===== src/rtl/sprite_pkg.sv =====
// sprite_pkg: shared definitions for the per-scanline sprite scheduler.
//   X_W / Y_W  : signed coordinate widths for columns and rows
//   SPR_SIZE   : sprites are SPR_SIZE x SPR_SIZE monochrome bitmaps
//   IDX_MAX_W  : sprite index width large enough for the biggest table (64)
//   sched_state_e : scheduler FSM states
//   slot_t     : one drawable slot {valid, x, row bitmap, sprite index}
package sprite_pkg;

  localparam int X_W       = 12;
  localparam int Y_W       = 11;
  localparam int SPR_SIZE  = 8;
  localparam int IDX_MAX_W = 6;

  typedef enum logic [2:0] {
    ST_IDLE,
    ST_ADDR,
    ST_EVAL,
    ST_FETCH,
    ST_LOAD,
    ST_DONE
  } sched_state_e;

  typedef struct packed {
    logic                  valid;
    logic signed [X_W-1:0] x;
    logic [SPR_SIZE-1:0]   row;
    logic [IDX_MAX_W-1:0]  idx;
  } slot_t;

endpackage


===== src/rtl/sprite_slot.sv =====
// sprite_slot: one active drawing slot.
//   clk, reset : clock and synchronous active-high reset (slot becomes invalid)
//   load       : copy slot_in into the active slot (bank swap)
//   slot_in    : shadow slot record to become active
//   h_pix      : current pixel column
//   opaque     : combinational, the slot covers h_pix with a set bitmap bit
//   idx        : sprite index held by the slot
module sprite_slot
  import sprite_pkg::*;
(
  input  logic                  clk,
  input  logic                  reset,
  input  logic                  load,
  input  slot_t                 slot_in,
  input  logic signed [X_W-1:0] h_pix,
  output logic                  opaque,
  output logic [IDX_MAX_W-1:0]  idx
);

  slot_t                 slot_q, slot_d;
  logic signed [X_W-1:0] e;

  always_comb begin
    slot_d = slot_q;
    if (load) slot_d = slot_in;
  end

  always_ff @(posedge clk) begin
    if (reset) slot_q <= '0;
    else       slot_q <= slot_d;
  end

  // e in 0..7 means non-negative with all bits above bit 2 clear;
  // the leftmost pixel is bitmap bit 7, so the bit index is 7-e = ~e[2:0].
  always_comb begin
    e      = h_pix - slot_q.x;
    opaque = 1'b0;
    if (slot_q.valid && !e[X_W-1] && (e[X_W-2:3] == '0))
      opaque = slot_q.row[~e[2:0]];
  end

  assign idx = slot_q.idx;

endmodule


===== src/rtl/sprite_line_scheduler.sv =====
// sprite_line_scheduler: scans the sprite attribute table during each line,
// loads up to SLOTS sprites hitting next_y into a shadow bank, swaps the bank
// active on line_start and renders a registered pix_on/pix_idx per column.
//   clk, reset          : pixel clock, synchronous active-high reset
//   line_start/frame_start : timing pulses
//   next_y, horizontalPix  : row being scheduled, current column
//   attr_addr/attr_rd, attr_en/attr_x/attr_y : attribute table port (1-cycle read)
//   bmp_addr/bmp_rd, bmp_data : bitmap row port (1-cycle read)
//   pix_on, pix_idx     : registered winning pixel
//   overflow            : sticky, too many hits or a late scan this frame
// Optional: define SPR_COLLISION_EN to add the sticky `collision` output.
module sprite_line_scheduler
  import sprite_pkg::*;
#(
  parameter int NUM_SPRITES = 16,
  parameter int SLOTS       = 4
) (
  input  logic                             clk,
  input  logic                             reset,
  input  logic                             line_start,
  input  logic                             frame_start,
  input  logic signed [Y_W-1:0]            next_y,
  input  logic signed [X_W-1:0]            horizontalPix,
  output logic [$clog2(NUM_SPRITES)-1:0]   attr_addr,
  output logic                             attr_rd,
  input  logic                             attr_en,
  input  logic signed [X_W-1:0]            attr_x,
  input  logic signed [Y_W-1:0]            attr_y,
  output logic [$clog2(NUM_SPRITES)+2:0]   bmp_addr,
  output logic                             bmp_rd,
  input  logic [SPR_SIZE-1:0]              bmp_data,
  output logic                             pix_on,
  output logic [$clog2(NUM_SPRITES)-1:0]   pix_idx,
  output logic                             overflow
`ifdef SPR_COLLISION_EN
  ,
  output logic                             collision
`endif
);

  localparam int IW = $clog2(NUM_SPRITES);
  localparam int CW = $clog2(SLOTS + 1);

  sched_state_e          state_q, state_d;
  logic [IW-1:0]         i_q, i_d;
  logic [CW-1:0]         n_q, n_d;
  logic                  attr_rd_q, attr_rd_d;
  logic [IW-1:0]         attr_addr_q, attr_addr_d;
  logic                  bmp_rd_q, bmp_rd_d;
  logic [IW+2:0]         bmp_addr_q, bmp_addr_d;
  logic signed [X_W-1:0] x_pend_q, x_pend_d;
  slot_t                 shadow_q [SLOTS];
  slot_t                 shadow_d [SLOTS];
  logic                  overflow_q, overflow_d;
  logic                  pix_on_q, pix_on_d;
  logic [IW-1:0]         pix_idx_q, pix_idx_d;

  logic                  swap, ovf_set, hit, last;
  logic signed [Y_W:0]   d;
  slot_t                 new_slot;
  logic [SLOTS-1:0]      opaque;
  logic [IDX_MAX_W-1:0]  slot_idx [SLOTS];
  logic [IDX_MAX_W-1:0]  win_idx;
  logic                  win_found;
  logic                  unused_idx;

  // Row offset is formed one bit wider than the coordinates so it never wraps.
  always_comb begin
    d    = {next_y[Y_W-1], next_y} - {attr_y[Y_W-1], attr_y};
    hit  = attr_en && !d[Y_W] && (d[Y_W-1:3] == '0);
    last = (i_q == IW'(NUM_SPRITES - 1));
    new_slot.valid = 1'b1;
    new_slot.x     = x_pend_q;
    new_slot.row   = bmp_data;
    new_slot.idx   = IDX_MAX_W'(i_q);
  end

  always_comb begin
    state_d     = state_q;
    i_d         = i_q;
    n_d         = n_q;
    attr_rd_d   = 1'b0;
    attr_addr_d = attr_addr_q;
    bmp_rd_d    = 1'b0;
    bmp_addr_d  = bmp_addr_q;
    x_pend_d    = x_pend_q;
    shadow_d    = shadow_q;
    swap        = 1'b0;
    ovf_set     = 1'b0;
    if (line_start) begin
      // Bank swap and scan restart take priority over any step in flight;
      // a LOAD in this cycle is dropped because the shadow is cleared here.
      swap = 1'b1;
      if (state_q != ST_IDLE && state_q != ST_DONE) ovf_set = 1'b1;
      for (int k = 0; k < SLOTS; k++) shadow_d[k] = '0;
      state_d     = ST_ADDR;
      i_d         = '0;
      n_d         = '0;
      attr_rd_d   = 1'b1;
      attr_addr_d = '0;
    end else begin
      case (state_q)
        ST_ADDR: state_d = ST_EVAL;
        ST_EVAL: begin
          if (hit) begin
            if (n_q == CW'(SLOTS)) begin
              ovf_set = 1'b1;
              state_d = ST_DONE;
            end else begin
              state_d    = ST_FETCH;
              bmp_rd_d   = 1'b1;
              bmp_addr_d = {i_q, d[2:0]};
              x_pend_d   = attr_x;
            end
          end else if (last) begin
            state_d = ST_DONE;
          end else begin
            state_d     = ST_ADDR;
            i_d         = i_q + 1'b1;
            attr_rd_d   = 1'b1;
            attr_addr_d = i_q + 1'b1;
          end
        end
        ST_FETCH: state_d = ST_LOAD;
        ST_LOAD: begin
          for (int k = 0; k < SLOTS; k++)
            if (n_q == CW'(k)) shadow_d[k] = new_slot;
          n_d = n_q + 1'b1;
          if (last) begin
            state_d = ST_DONE;
          end else begin
            state_d     = ST_ADDR;
            i_d         = i_q + 1'b1;
            attr_rd_d   = 1'b1;
            attr_addr_d = i_q + 1'b1;
          end
        end
        default: ;
      endcase
    end
    // A set in the same cycle as frame_start wins.
    overflow_d = ovf_set ? 1'b1 : (frame_start ? 1'b0 : overflow_q);
  end

  generate
    for (genvar gi = 0; gi < SLOTS; gi++) begin : g_slot
      sprite_slot u_slot (
        .clk     (clk),
        .reset   (reset),
        .load    (swap),
        .slot_in (shadow_q[gi]),
        .h_pix   (horizontalPix),
        .opaque  (opaque[gi]),
        .idx     (slot_idx[gi])
      );
    end
  endgenerate

  // Scan from the top slot down so the lowest opaque slot is the last writer.
  always_comb begin
    win_found = 1'b0;
    win_idx   = '0;
    for (int k = SLOTS - 1; k >= 0; k--) begin
      if (opaque[k]) begin
        win_found = 1'b1;
        win_idx   = slot_idx[k];
      end
    end
    pix_on_d  = win_found;
    pix_idx_d = win_found ? win_idx[IW-1:0] : pix_idx_q;
  end

  assign unused_idx = ^win_idx;

  always_ff @(posedge clk) begin
    if (reset) begin
      state_q     <= ST_IDLE;
      i_q         <= '0;
      n_q         <= '0;
      attr_rd_q   <= 1'b0;
      attr_addr_q <= '0;
      bmp_rd_q    <= 1'b0;
      bmp_addr_q  <= '0;
      x_pend_q    <= '0;
      overflow_q  <= 1'b0;
      pix_on_q    <= 1'b0;
      pix_idx_q   <= '0;
      for (int k = 0; k < SLOTS; k++) shadow_q[k] <= '0;
    end else begin
      state_q     <= state_d;
      i_q         <= i_d;
      n_q         <= n_d;
      attr_rd_q   <= attr_rd_d;
      attr_addr_q <= attr_addr_d;
      bmp_rd_q    <= bmp_rd_d;
      bmp_addr_q  <= bmp_addr_d;
      x_pend_q    <= x_pend_d;
      overflow_q  <= overflow_d;
      pix_on_q    <= pix_on_d;
      pix_idx_q   <= pix_idx_d;
      shadow_q    <= shadow_d;
    end
  end

  assign attr_rd   = attr_rd_q;
  assign attr_addr = attr_addr_q;
  assign bmp_rd    = bmp_rd_q;
  assign bmp_addr  = bmp_addr_q;
  assign pix_on    = pix_on_q;
  assign pix_idx   = pix_idx_q;
  assign overflow  = overflow_q;

`ifdef SPR_COLLISION_EN
  logic collision_q, collision_d;
  logic multi, seen;

  always_comb begin
    multi = 1'b0;
    seen  = 1'b0;
    for (int k = 0; k < SLOTS; k++) begin
      multi = multi | (seen & opaque[k]);
      seen  = seen | opaque[k];
    end
    collision_d = multi ? 1'b1 : (frame_start ? 1'b0 : collision_q);
  end

  always_ff @(posedge clk) begin
    if (reset) collision_q <= 1'b0;
    else       collision_q <= collision_d;
  end

  assign collision = collision_q;
`endif

endmodule


===== config.mk =====
export PLATFORM = sky130hd
export DESIGN_NAME = sprite_line_scheduler
export DESIGN_NICKNAME = d
export VERILOG_FILES = /design/src/rtl/sprite_pkg.sv /design/src/rtl/sprite_slot.sv /design/src/rtl/sprite_line_scheduler.sv
export SDC_FILE = /design/constraint.sdc
export NUM_CORES = 1
export LEC_CHECK = 0
export CORE_MARGIN = 2
export CORE_UTILIZATION = 60
export DETAILED_ROUTE_END_ITERATION = 6
export PLACE_DENSITY = 0.91
export SETUP_SLACK_MARGIN = 0.15
export SYNTH_ARGS = -nofsm -noshare
export SYNTH_HDL_FRONTEND = slang
export SYNTH_SLANG_ARGS = --single-unit

===== constraint.sdc =====
create_clock -name clk -period 4.9 [get_ports clk]
set_input_delay 0.49 -clock clk [delete_from_list [all_inputs] [get_ports clk]]
set_output_delay 0.49 -clock clk [all_outputs]
set_load 0.1 [all_outputs]

==> reports/metrics.json <==
{
  "finish": {
    "antennaDiodeCount": 0,
    "layout.cells.non_filler": 1639,
    "flow.area_growth_from_synthesis_pct": 14.2,
    "final_util": 0.702,
    "drive_above_1_share": 0.0569,
    "total_nets_final": 1511
  },
  "clock_tree": {
    "htreeDepth": 1,
    "post_cts_resize_count": 0,
    "cts.path.max_buffers": 3,
    "postCtsHoldBufs": 0,
    "post_cts_buffers": 0,
    "cts_root_buffer": "clkbuf_16",
    "cts_inserted_buffers": 25,
    "clkLatencyLatePin_ns": 0.54,
    "cts_tree": "yes",
    "cts.clk_slew.worst_paths_ns": 0.06,
    "clock-sinks": 237
  },
  "power": {
    "cell_internal_pwr_mw": 3.14,
    "peakVddDrop_uv": 272,
    "power.share.combinational": 0.094,
    "power.net_switching_mw": 1.01,
    "switching_share": 0.244,
    "power.clock.fraction": 0.441,
    "pwr-share-seq": 0.465,
    "static_power_due_to_leakage_nw": 4.96,
    "power-per-cell-area_nw_per_um2": 315
  },
  "routing": {
    "first_iter_violations": 715,
    "route.final.wire_length_mm": 30.3,
    "first_pass_iters": 5,
    "viasPerCell": 6.03,
    "drc_violation_count_after_routing": 0,
    "routed-via-count": 9879,
    "ant_nets": 0,
    "detail_route.wl_per_cell_um": 18.5
  },
  "sta": {
    "hold_ws_ns": 0.425,
    "final_count_of_hold_timing_violations": 0,
    "tightest_slew_ns": 1.31,
    "rsz_0062_raised_after_global_routing": "no",
    "final.setup_skew_ns": 0.0168,
    "relSlewSlack": 0.128,
    "final_period_minus_worst_setup_slack_ns": 3.88,
    "report.final.slew_viol_count": 0,
    "setup_tns_ns": 0,
    "fmax_mhz": 258,
    "report.final.setup_viol": 0,
    "final_clock_period_utilization_by_the_worst_path": 0.791
  },
  "critical_path": {
    "cp_slowest_stage_delay_ns": 0.57,
    "setup.worst_path.start": "horizontalPix[0]",
    "startpoint_type": "input port",
    "worst_path_cell_chain": "clkdlybuf4s50_1 -> inv_1 -> ha_1 -> fa_1 -> mux4_2 -> mux2i_1 -> or4_1 -> or4b_1 -> a211oi_1 -> o2111ai_1 -> nor2_1 -> a221oi_1 -> o21ai_1",
    "critPathArrivalTime_ns": 4.34,
    "worstSetupEndpointType": "flop",
    "rr_worst_depth": 11,
    "critical_path_fanout_max": 4,
    "timing.critical_path.required_ns": 5.37,
    "worst_path_max_delay_cell": "fa_1",
    "criticalPathCategory": "in -> reg",
    "r2r_start": "g_slot[3].u_slot.slot_q[14]"
  },
  "synth": {
    "synth_warnings": 0,
    "synth_common_cells": "dfxtp_1 (237), nand2_1 (213), nor2_1 (164), a21oi_1 (135), mux2i_1 (125)",
    "yosys-top-cells-area": "dfxtp_1 (41%), mux2i_1 (11%), nand2_1 (6.9%)",
    "syn-instance-count": 1340,
    "syn_nets": 1465,
    "post-synth-top-area-fraction": 0.411,
    "ys_async_sr_fraction": 0,
    "ys_dominant_reg_cell": "dfxtp_1",
    "register_bit_count_reported_by_yosys": 237,
    "post_synth_instance_area_um2": 11500,
    "synth.yosys.seq_area_share": 0.411,
    "synth.largest_area_cell": "dfxtp_1",
    "synth_enable_flop_cells": 0,
    "yosysUniqueCellTypes": 76,
    "syn-mean-instance-area_um2": 8.61,
    "yosys.cell_count.top_type": "dfxtp_1"
  },
  "floorplanning": {
    "die_height_um": 143,
    "die_area_um2": 20400,
    "floorplan.core_area_um2": 18800,
    "ioPinCount": 78,
    "die_w_um": 143,
    "floorplan.rows": 50,
    "starting_density_of_the_core": 0.615
  },
  "placement": {
    "place.gp.congestion": 0.943,
    "placed_cells_incl_taps": 1593,
    "hpwl_mm": 20.5,
    "port-buffer-count": 77
  },
  "global_route": {
    "number_of_antenna_violations_at_the_first_check_in_global_routing": 0,
    "global_route_wire_length_before_repair_mm": 48.4,
    "track_usage": 0.295,
    "first_global_vias": 9675,
    "grt.overflow.total": 0,
    "grt_start_max_net_pins": 79
  },
  "worst_hold_path": {
    "worstHoldPathCells": 2,
    "hold_sp": "reset",
    "min-delay-path-class": "in -> reg"
  },
  "status": {
    "run_status": "complete, no violations"
  },
  "flow_run": {
    "drv_cap": 0
  }
}
state kept, by name (all words and copies together) (netlist names), 3 cells and up:
register / cells
g_slot.u_slot.slot_q: 84
g_slot.u_slot.idx: 16
pix_idx: 4
n_q: 3
state_q: 3
i_q: 4
bmp_addr: 7
shadow_q: 100
x_pend_q: 12
layout by cell type, fill, tap and decap left out, types with 7 or more instances in the layout:
cell / count
nor2_1: 164
nand2b_1: 8
o31a_1: 8
nand3_1: 9
clkbuf_16: 25
nand2_1: 212
mux4_2: 8
inv_1: 76
and3_1: 8
ha_1: 61
o21ai_0: 35
xnor2_1: 16
a31oi_1: 8
buf_4: 10
clkinv_2: 7
o21a_1: 19
mux2i_1: 125
nor3_1: 12
dfxtp_1: 237
a21oi_1: 135
nor2b_1: 10
clkdlybuf4s50_1: 75
cell type report:
cell class                      instances  area [µm²]
Multi-Input combinational cell        960        6220
Fill cell                            1414        5590
Sequential cell                       237        4740
Timing Repair Buffer                   86         837
Clock buffer                           36         727
Tap cell                              234         293
Inverter                               76         285
Clock inverter                         10        72.6
cells by family (layout without fill, tap and decap cells):
kind of cell	after synthesis	count (layout)	share of synthesized area
simple gates	461	461	0.171
compound gates	277	277	0.150
flops	237	237	0.411
buf+inv	143	208	0.0506
mux	135	135	0.126
fa+ha+maj	66	66	0.0748
xor+xnor	21	21	0.0159
critical path, delay by kind of cell:
| kind | cells | cell delay [ns] |
|---|---|---|
| multiplexers | 2 | 0.32 |
| AO/OA/AOI/OAI | 4 | 0.85 |
| AND/OR/NAND/NOR | 3 | 1.31 |
| buffers and inverters | 2 | 0.55 |
| adder cells (fa/ha/maj) | 2 | 0.83 |
power groups by stage:
stage / clock [mW] / sequential (mW) / combinational, mW
after floorplan: 0 / 1.98 / 0.254
after global placement: 0 / 1.97 / 0.375
after detailed placement: 0 / 1.97 / 0.380
after CTS: 1.84 / 1.93 / 0.384
after global routing: 1.92 / 1.93 / 0.422
final: 1.83 / 1.93 / 0.390
worst paths after layout:
path                                      end  slack (ns)
setup / recovery                   pix_idx[0]        1.02
hold / removal    g_slot[1].u_slot.slot_q[13]        0.43
setup reg to reg                   pix_idx[0]        1.26
hold reg to reg                  shadow_q[30]        0.45
routing by layer:
metal | part of all wire | global-route usage | vias to the layer above | wire length [µm]
met5 | 0 | 0 | - | 0
met4 | 0.048 | 0.140 | 0 | 1440
met3 | 0.066 | 0.0480 | 97 | 2000
met2 | 0.46 | 0.490 | 406 | 14000
met1 | 0.42 | 0.377 | 4674 | 12800
li1 | - | - | 4702 | -
metrics by stage:
stage	setup WS, ns	power [mW]	cell area [µm²]
after floorplan	1.54	2.23	11500
after global placement	0.751	2.35	12400
after detailed placement	0.612	2.35	12400
after CTS	1.12	4.15	13200
after global routing	0.873	4.28	13200
final	1.02	4.15	13200
Power figures use the tool's default switching activity.
